--- config.mk ---
export PLATFORM = sky130hd
export DESIGN_NAME = vram_arbiter
export DESIGN_NICKNAME = d
export VERILOG_FILES = /design/src/rtl/vga_pkg.sv /design/src/rtl/vram_addr_gen.sv /design/src/rtl/vram_arbiter.sv
export SDC_FILE = /design/constraint.sdc
export NUM_CORES = 1
export LEC_CHECK = 0
export BUFFER_PORTS_ARGS = -buffer_cell sky130_fd_sc_hd__buf_2
export CAP_MARGIN = 10
export CORE_UTILIZATION = 40
export CTS_CLUSTER_DIAMETER = 50
export DETAILED_ROUTE_END_ITERATION = 10
export GPL_ROUTABILITY_DRIVEN = 0
export GPL_TIMING_DRIVEN = 0
export PLACE_DENSITY = 0.69
export SLEW_MARGIN = 20
export SYNTH_ARGS = -nofsm -noshare
export SYNTH_HDL_FRONTEND = slang
export SYNTH_SLANG_ARGS = --single-unit
export TNS_END_PERCENT = 5
--- constraint.sdc ---
create_clock -name clk -period 11.4 [get_ports clk]
set_input_delay 1.14 -clock clk [delete_from_list [all_inputs] [get_ports clk]]
set_output_delay 1.14 -clock clk [all_outputs]
set_load 0.1 [all_outputs]
--- src/rtl/vga_pkg.sv ---
// Shared VGA timing constants, VRAM geometry and arbiter state encoding.
package vga_pkg;

    localparam int unsigned H_VISIBLE      = 640;
    localparam int unsigned V_VISIBLE      = 480;
    localparam int unsigned H_TOTAL        = 800;
    localparam int unsigned V_TOTAL        = 525;
    localparam int unsigned WORDS_PER_LINE = 160;
    localparam int unsigned ADDR_W         = 17;

    // 4-pixel groups per line: visible and total
    localparam int unsigned GROUPS_VISIBLE = H_VISIBLE / 4;
    localparam int unsigned GROUPS_TOTAL   = H_TOTAL / 4;

    // VRAM owner for the current clock
    typedef enum logic [1:0] {
        IDLE    = 2'd0,
        DISP_RD = 2'd1,
        CPU_RD  = 2'd2,
        CPU_WR  = 2'd3
    } arb_state_e;

endpackage

--- src/rtl/vram_addr_gen.sv ---
// Maps a (line, group) pair to its 17-bit VRAM word address.
module vram_addr_gen
    import vga_pkg::*;
(
    input  logic [9:0]        line_idx,
    input  logic [7:0]        group_idx,
    output logic [ADDR_W-1:0] addr
);

    // line*160 + group, with line*160 built as line*128 + line*32
    always_comb begin
        addr = ({7'd0, line_idx} << 7) + ({7'd0, line_idx} << 5) + {9'd0, group_idx};
    end

endmodule

--- src/rtl/vram_arbiter.sv ---
// Single-port VRAM arbiter: display prefetch has priority, CPU gets the
// remaining clocks with a one-clock acknowledge; also serialises the
// prefetched words into 4-bit pixel colours.
module vram_arbiter
    import vga_pkg::*;
(
    input  logic              clk,
    input  logic              reset,
    input  logic [1:0]        sub_pixel_counter,
    input  logic [9:0]        pixel_counter,
    input  logic [9:0]        line_counter,
    input  logic              cpu_req,
    input  logic              cpu_we,
    input  logic [ADDR_W-1:0] cpu_addr,
    input  logic [15:0]       cpu_wdata,
    output logic              cpu_ack,
    output logic [15:0]       cpu_rdata,
    output logic [ADDR_W-1:0] mem_addr,
    output logic              mem_we,
    output logic [15:0]       mem_wdata,
    input  logic [15:0]       mem_rdata,
    output logic [3:0]        pix_color
);

    arb_state_e        state_q, state_d;
    logic [15:0]       prefetch_q, prefetch_d;
    logic              pf_valid_q, pf_valid_d;
    logic [15:0]       active_q, active_d;
    logic [3:0]        pix_q, pix_d;

    logic [7:0]        grp;
    logic              group_start;
    logic              visible;
    logic [9:0]        tgt_line;
    logic [7:0]        tgt_grp;
    logic              tgt_ok;
    logic              fetch_cycle;
    logic              cpu_busy;
    logic [ADDR_W-1:0] fetch_addr;

    // Decide whether this clock is a display fetch and which group it targets
    always_comb begin
        grp         = pixel_counter[9:2];
        group_start = (sub_pixel_counter == 2'd0) && (pixel_counter[1:0] == 2'd0);
        visible     = (pixel_counter < 10'(H_VISIBLE)) && (line_counter < 10'(V_VISIBLE));
        tgt_line    = line_counter;
        tgt_grp     = grp + 8'd1;
        tgt_ok      = 1'b0;
        if ((grp < 8'(GROUPS_VISIBLE - 1)) && (line_counter < 10'(V_VISIBLE))) begin
            tgt_ok = 1'b1;
        end else if (grp == 8'(GROUPS_TOTAL - 1)) begin
            // last group of a line prefetches group 0 of the next displayed line
            tgt_grp = '0;
            if (line_counter < 10'(V_VISIBLE - 1)) begin
                tgt_line = line_counter + 10'd1;
                tgt_ok   = 1'b1;
            end else if (line_counter == 10'(V_TOTAL - 1)) begin
                tgt_line = '0;
                tgt_ok   = 1'b1;
            end
        end
        fetch_cycle = group_start && tgt_ok;
    end

    vram_addr_gen u_addr_gen (
        .line_idx  (tgt_line),
        .group_idx (tgt_grp),
        .addr      (fetch_addr)
    );

    // Pick this clock's VRAM owner and drive the memory command
    always_comb begin
        cpu_busy = (state_q == CPU_RD) || (state_q == CPU_WR);
        state_d  = IDLE;
        if (!reset) begin
            if (fetch_cycle) begin
                state_d = DISP_RD;
            end else if (cpu_req && !cpu_busy) begin
                state_d = cpu_we ? CPU_WR : CPU_RD;
            end
        end
        mem_addr  = '0;
        mem_we    = 1'b0;
        mem_wdata = '0;
        case (state_d)
            DISP_RD: mem_addr = fetch_addr;
            CPU_RD:  mem_addr = cpu_addr;
            CPU_WR: begin
                mem_addr  = cpu_addr;
                mem_we    = 1'b1;
                mem_wdata = cpu_wdata;
            end
            default: ;
        endcase
        // acknowledge is the clock after a CPU grant; reset abandons it
        cpu_ack   = cpu_busy && !reset;
        cpu_rdata = ((state_q == CPU_RD) && !reset) ? mem_rdata : '0;
    end

    // Prefetch capture, group load and pixel nibble selection
    always_comb begin
        prefetch_d = prefetch_q;
        pf_valid_d = pf_valid_q;
        active_d   = active_q;
        if (group_start && visible) begin
            active_d   = pf_valid_q ? prefetch_q : '0;
            pf_valid_d = 1'b0;
        end
        if (state_q == DISP_RD) begin
            prefetch_d = mem_rdata;
            pf_valid_d = 1'b1;
        end
        case (pixel_counter[1:0])
            2'd0:    pix_d = active_d[15:12];
            2'd1:    pix_d = active_d[11:8];
            2'd2:    pix_d = active_d[7:4];
            default: pix_d = active_d[3:0];
        endcase
        if (!visible) begin
            pix_d = '0;
        end
        pix_color = pix_q;
    end

    // State and display registers
    always_ff @(posedge clk) begin
        if (reset) begin
            state_q    <= IDLE;
            prefetch_q <= '0;
            pf_valid_q <= 1'b0;
            active_q   <= '0;
            pix_q      <= '0;
        end else begin
            state_q    <= state_d;
            prefetch_q <= prefetch_d;
            pf_valid_q <= pf_valid_d;
            active_q   <= active_d;
            pix_q      <= pix_d;
        end
    end

endmodule

==> metrics.yaml, run 1 <==
clock_tree:
  clk_pin_slew_ns: 0.07
  htree_levels: 2
  root_buffer: "clkbuf_8"
  cts_tree: "yes"
  cts_hold_buf: 0
  insertion_delay_ns: 0.30
  clock_sinks: 39
  clockBufferDepth: 2
  cts_resized: 0
  cts_buffers: 5
  post_cts_buffers: 0
grt:
  grt_start_max_net_pins: 12
  grt_pass1_wl_mm: 13.2
  gr-usage-all-layers_pct: 21.3
  antenna_found_initial: 0
  grt.overflow.total: 0
  first_global_vias: 2890
flow_run:
  max-cap-violations: 0
yosys:
  yosys_warnings: 0
  synth_cell_types: 54
  synth_edf_count: 0
  syn-num-nets: 491
  synth_seq_area_share_pct: 25.5
  synth_ff_type: "dfxtp_1"
  synth-async-reset-ratio_pct: 0
  postSynthCellCount: 392
  avgSynthCellArea_sq_um: 7.81
  syn-cell-area_sq_um: 3060
  ys_ff_latch: 39
placed_design:
  hpwl_mm: 6.83
  dp_cells: 617
  pre_cts_ws_ns: 4.97
  port_buffers: 126
sta:
  finalSetupViolations: 0
  finalCritPeriodShare_pct: 56.3
  fmax_ghz: 0.156
  clock_skew_ns: 0.00772
  max_slew.worst_pin.slew_ns: 0.605
  hold_violations: 0
  slew_headroom_pct: 59.3
  finalCriticalPeriod_ns: 6.42
  fin_setup_tns_ns: 0
  rsz0062_at_grt: "false"
  slew_viol_final: 0
  fin_ws_ns: 4.98
finish:
  register_area_sq_um: 781
  stdcell_count: 625
  syn2layout_area_growth_pct: 27.3
  fin_nets: 624
  num_antenna_cells: 0
  fillers: 701
  drive_above_1_share_pct: 32.3
  multiInputGateArea_sq_um: 2130
worst_setup_path:
  crit_path_end_kind: "output port"
  required_ns: 10.26
  critical_path_buf_inv_count: 4
  cp-start-kind: "input pin"
  crit_family: "compound AO/OA/AOI/OAI gates"
  arrival_ns: 5.28
  cp_max_fo: 10
  slowest_stage: "fa_1"
  worstSetupPathType: "in -> out"
  slowest_delay_ns: 0.60
  path_cells: "buf_2, inv_1, ha_1, nor4bb_1, nand4_1, a21oi_2, a21boi_0, a21oi_1, fa_1, inv_1, fa_1, nand2b_1, a21oi_1, o21ai_0, xnor2_1, a22o_1, buf_2"
power:
  irDropWorstVdd_mv: 0.0380
  power_density_nw_per_um2: 94.5
  leakage_nw: 1.78
floorplanning:
  die_y_microns: 89.5
  start_util_pct: 41.8
  die-area_sq_um: 8010
  ios: 130
  rows: 31
  core-area_sq_um: 7330
  chipWidth_microns: 89.5
outcome:
  outcome: "finished, final reports clean"
min_path:
  hold_class: "reg -> reg"
detailed_routing:
  detail-route-antenna-nets: 0
  drc: 0
  vias: 3255
  first_pass_iters: 4
  via_per_inst: 5.21
  initialDrtViolationCount: 115
  wl_per_cell_microns: 13.2
  wl_mm: 8.28
==> power breakdown <==
part | switching, mW | total, mW | leakage [nW] | internal [mW]
clock network | 0.0479 | 0.0908 | 0.0422 | 0.0429
registers | 0.00152 | 0.140 | 0.315 | 0.139
logic | 0.0941 | 0.137 | 1.42 | 0.0432
total | 0.144 | 0.368 | 1.78 | 0.225
==> per-layer routing <==
layer | global-route usage (%) | part of all wire, % | up-vias
met3 | 4.25 | 5.9 | 5
met4 | 3.61 | 0.62 | 0
met2 | 34.4 | 45 | 122
met1 | 29.9 | 48 | 1465
li1 | - | - | 1663
met5 | 0 | 0 | -
==> cell usage in the layout (no fill, tap or decap), types with 7 or more instances in the layout <==
master	instances
clkbuf_1	11
a22o_2	8
nor2_1	19
inv_1	11
and2_1	34
a21oi_1	44
nand2b_1	7
buf_2	132
nand3_1	23
o21ai_0	10
dfxtp_1	39
nand2_1	65
ha_1	22
==> synthesized netlist by cell type (all sizes together), types with 3 or more instances <==
cell type  count  area share (%)
nor4           3             2.1
a41oi          3             1.1
inv           11             1.3
a31o           5             1.4
a21oi         46             7.8
nor2          20             2.5
xor2           6             1.7
dfxtp         39              25
and2          35             7.2
a211o          4             1.1
o21ai         10             1.6
clkbuf         9             1.1
nand2         65             8.0
a22o          13             4.0
nand3         24             4.1
ha            22             9.0
nor3           3            0.49
o2bb2ai        3            0.86
buf           11             2.5
nand4          4            0.82
nand2b         7             1.4
a311oi         4             1.3
a21o           3            0.74
xnor2          6             1.7
nor2b          6             1.2
o21a           3            0.74
o2111ai        3            0.86
and3           3            0.61
==> final cells by class <==
type,instances,share of cell area (%)
clock buffers,7,1.96
multi-input cells,322,54.7
well taps,99,3.18
repair buffers,126,16.2
clock inverters,1,0.128
plain buffers,20,2.79
inverters,11,1.06
flip-flops and latches,39,20.0
==> worst register-to-register path: stages, from the launching register on <==
cell and delay, ns:
dfxtp_1 0.31, clkbuf_1 0.24, buf_2 0.27, nand3_2 0.11, a211o_1 0.30, a311oi_1 0.23
==> flip-flops by register name (all words and copies together) (netlist names) <==
signal      flops
prefetch_q     16
pf_valid_q      1
pix_color       4
state_q         2
active_q       16
==> path summary, 6_finish.rpt <==
check                          startpoint                       to  slack, ns  cells after the start
setup / recovery          line_counter[0]             mem_addr[14]       4.98                     17
hold / removal     active_q[1]$_SDFF_PP0_   active_q[1]$_SDFF_PP0_       0.46                      2
setup reg to reg  pf_valid_q$_SDFFE_PP0P_  pix_color[2]$_SDFF_PP0_       9.82                      5
hold reg to reg    active_q[1]$_SDFF_PP0_   active_q[1]$_SDFF_PP0_       0.46                      2
==> stage by stage <==
| step | utilization, % | total power, mW | hold slack, ns | area (sq um) |
|---|---|---|---|---|
| global placement | 52.1 | 0.278 | 0.445 | 3820 |
| finish | 53.2 | 0.368 | 0.456 | 3900 |
| detailed placement | 52.1 | 0.280 | 0.448 | 3820 |
| floorplan | - | 0.245 | 0.432 | 3060 |
| global route | 53.2 | 0.388 | 0.475 | 3900 |
| CTS | 53.2 | 0.370 | 0.458 | 3900 |
==> cells by family (layout without fill, tap and decap cells) <==
| kind of cell | Yosys count | after routing | share of synthesized area (%) |
|---|---|---|---|
| and+or+nand+nor | 178 | 178 | 30.7 |
| xor gates and xnor gates | 12 | 12 | 3.43 |
| buffers and inverters | 31 | 165 | 4.90 |
| adders and majority gates | 24 | 24 | 10.3 |
| DFF | 39 | 39 | 25.5 |
| AOI/OAI and AO/OA | 108 | 108 | 25.2 |
Note: power is estimated with default switching activity, not from simulation.
==> run 2: changes to the inputs <==
Settings changed: PLACE_DENSITY 0.69 to 0.72.
Clock period 11.4 ns to 5.3 ns, I/O delays scaled along.
==> run 2 against run 1 <==
Critical path depth down 2. Power grew 110%. First-iteration DRC count is 61% higher. Largest power group unchanged. Via count is 0.49% higher. Sequential power is 120% higher. Register-to-register slack worse by 6.1 ns. Sequential share of layout area decreased by 0.090 points. Clock power grew 110%. Wire length shrank 0.75%. Core utilization rose by 0.24 points. Non-clock buffer count rose by 1.
==> metrics.yaml, run 2 (synthesis results as in run 1) <==
clock_tree:
  root_buffer: "clkbuf_8"  # unchanged
  clock_sinks: 39  # unchanged
  htree_levels: 2  # unchanged
  cts_tree: "yes"  # unchanged
  clockBufferDepth: 2  # unchanged
  clk_pin_slew_ns: 0.07  # about the same
  insertion_delay_ns: 0.29  # was 0.30 ns
  cts_buffers: 5  # unchanged
sta:
  fmax_ghz: 0.200
  fin_setup_tns_ns: 0  # unchanged
  clock_skew_ns: 0.00886  # was 0.00772 ns
  fin_ws_ns: 0.293  # was 4.98 ns
  max_slew.worst_pin.slew_ns: 0.656  # was 0.605 ns
  rsz0062_at_grt: "false"  # unchanged
  hold_violations: 0  # unchanged
  finalCriticalPeriod_ns: 5.01
  finalSetupViolations: 0  # unchanged
  finalCritPeriodShare_pct: 94.5
  slew_viol_final: 0  # unchanged
  slew_headroom_pct: 55.9  # was 59.3%
worst_setup_path:
  path_cells: "buf_2, ha_1, nand4b_1, or3_4, nor2_2, a21oi_1, a21oi_1, fa_1, ha_1, a21oi_1, o2111ai_1, a311o_1, nand3_1, a22o_1, buf_2"  # was buf_2, inv_1, ha_1, nor4bb_1, nand4_1, a21oi_2, a21boi_0, a21oi_1, fa_1, inv_1, fa_1, nand2b_1, a21oi_1, o21ai_0, xnor2_1, a22o_1, buf_2
  cp_max_fo: 9  # was 10
  crit_path_end_kind: "output port"  # unchanged
  cpMostUsedCell: "a21oi_1"
  arrival_ns: 4.48  # was 5.28 ns
  reg2reg_from: "pf_valid_q$_SDFFE_PP0P_"  # unchanged
  slowest_stage: "fa_1"  # unchanged
  r2r-end: "pix_color[2]$_SDFF_PP0_"  # unchanged
  slowest_delay_ns: 0.47  # was 0.60 ns
  worstSetupPathType: "in -> out"  # unchanged
  crit_family: "compound AO/OA/AOI/OAI gates"  # unchanged
  reg2regPathDepth: 5  # unchanged
  cp-start-kind: "input pin"  # unchanged
  required_ns: 4.77  # was 10.26 ns
  critical_path_buf_inv_count: 2  # was 4
  r2r_slack_ns: 3.76  # was 9.82 ns
min_path:
  hold_start: "active_q[3]$_SDFF_PP0_"  # was active_q[1]$_SDFF_PP0_
  min_path_cells: 2  # unchanged
  hold_class: "reg -> reg"  # unchanged
  holdPathEnd: "active_q[3]$_SDFF_PP0_"  # was active_q[1]$_SDFF_PP0_
detailed_routing:
  vias: 3271  # was 3255
  wl_per_cell_microns: 13.1  # was 13.2 microns
  wl_met3_microns: 472  # was 488 microns
  wl_met2_mm: 3.78  # was 3.74 mm
  via_per_inst: 5.23  # was 5.21
  top_layer: "met4"  # unchanged
  wl_mm: 8.22  # was 8.28 mm
  detail-route-antenna-nets: 0  # unchanged
  initialDrtViolationCount: 185  # was 115
  wl_met1_mm: 3.88  # was 4.00 mm
  first_pass_iters: 4  # unchanged
  drc: 0  # unchanged
power:
  p_sw_share_pct: 38.7  # was 39.0%
  internal_power_mw: 0.484  # was 0.225 mW
  p_sw_mw: 0.306  # was 0.144 mW
  power_frac_comb_pct: 37.6  # was 37.3%
  irDropWorstVdd_mv: 0.142  # was 0.0380 mV
  leakage_nw: 1.78  # about the same
  power.share.clock_pct: 24.2  # was 24.7%
  finalPower_mw: 0.790  # was 0.368 mW
  power_density_nw_per_um2: 202  # was 94.5 nW/um^2
  seqPwrFrac_pct: 38.2  # was 38.1%
floorplanning:
  die-area_sq_um: 8010  # unchanged
  rows: 31  # unchanged
  ios: 130  # unchanged
  core-area_sq_um: 7330  # unchanged
  start_util_pct: 41.8  # unchanged
  chipWidth_microns: 89.5  # unchanged
  die_y_microns: 89.5  # unchanged
finish:
  drive_above_1_share_pct: 32.4  # was 32.3%
  num_antenna_cells: 0  # unchanged
  fin_area_sq_um: 3920  # was 3900 sq um
  final_common_cell: "buf_2"  # unchanged
  syn2layout_area_growth_pct: 27.9  # was 27.3%
  fillers: 728  # was 701
  final_core_util_pct: 53.4  # was 53.2%
  final_cell_mix: "buf_2, nand2_1, a21oi_1, dfxtp_1, and2_1"  # unchanged
  fin_nets: 625  # was 624
grt:
  grt_start_max_net_pins: 12  # unchanged
  antenna_found_initial: 0  # unchanged
  gr-usage-all-layers_pct: 20.8  # was 21.3%
  grt.overflow.total: 0  # unchanged
  grt_pass1_wl_mm: 13.0  # was 13.2 mm
  first_global_vias: 2862  # was 2890
outcome:
  outcome: "finished, final reports clean"  # unchanged
placed_design:
  port_buffers: 126  # unchanged
  hpwl_mm: 6.81  # was 6.83 mm
  pre_cts_ws_ns: 0.0834  # was 4.97 ns
  postPlaceCellArea_sq_um: 3820  # unchanged
flow_run:
  max-cap-violations: 0  # unchanged
-- run 2: routing by layer --
metal  global-route usage, %  vias to the layer above
met5                       0                        -
met4                    5.19                        0
met3                    3.97                        6
met2                    34.2                      106
met1                    27.9                     1490
li1                        -                     1669
-- run 2: worst reg2reg max path, stage by stage, from the launching register on --
cell	delay, ns
dfxtp_1	0.31
clkbuf_1	0.24
buf_2	0.28
nand3_2	0.13
a211o_1	0.31
a311oi_1	0.19
-- run 2: worst max-delay path by stage --
stage,depth (start not counted),from,end,slack (ns)
floorplan,11,line_counter[0],mem_addr[7],0.38
global placement,17,line_counter[0],mem_addr[14],0.16
detailed placement,17,line_counter[0],mem_addr[14],0.08
CTS,17,line_counter[0],mem_addr[14],0.07
global route,17,line_counter[0],mem_addr[14],0.03
finish,15,pixel_counter[2],mem_addr[15],0.29
-- run 2: repair_timing --
action	CTS	global route
buffers inserted	0	1
endpoints found under the setup margin	0	4
resized for setup	0	2
hold buffers	0	0
-- run 2: final cells by class --
class	instances	area (sq um)	area share [%]
Buffer	20	109	2.78
Inverter	11	41.3	1.05
Clock buffer	7	76.3	1.95
Multi-Input combinational cell	322	2140	54.6
Clock inverter	1	5.00	0.128
Sequential cell	39	781	19.9
Tap cell	99	124	3.16
Timing Repair Buffer	127	641	16.4
-- run 2: through the flow --
stage                     hold slack [ns]  instances
after detailed placement            0.451        617
after global placement              0.448        617
after global routing                0.481        626
final                               0.458        626
after CTS                           0.461        625
after floorplan                     0.432        392
-- run 2: power by group through the flow --
stage / clock network, mW / registers [mW] / logic (mW)
after floorplan: 0 / 0.311 / 0.216
after global placement: 0 / 0.308 / 0.289
after detailed placement: 0 / 0.308 / 0.295
after CTS: 0.193 / 0.302 / 0.296
after global routing: 0.210 / 0.302 / 0.320
final: 0.191 / 0.302 / 0.297
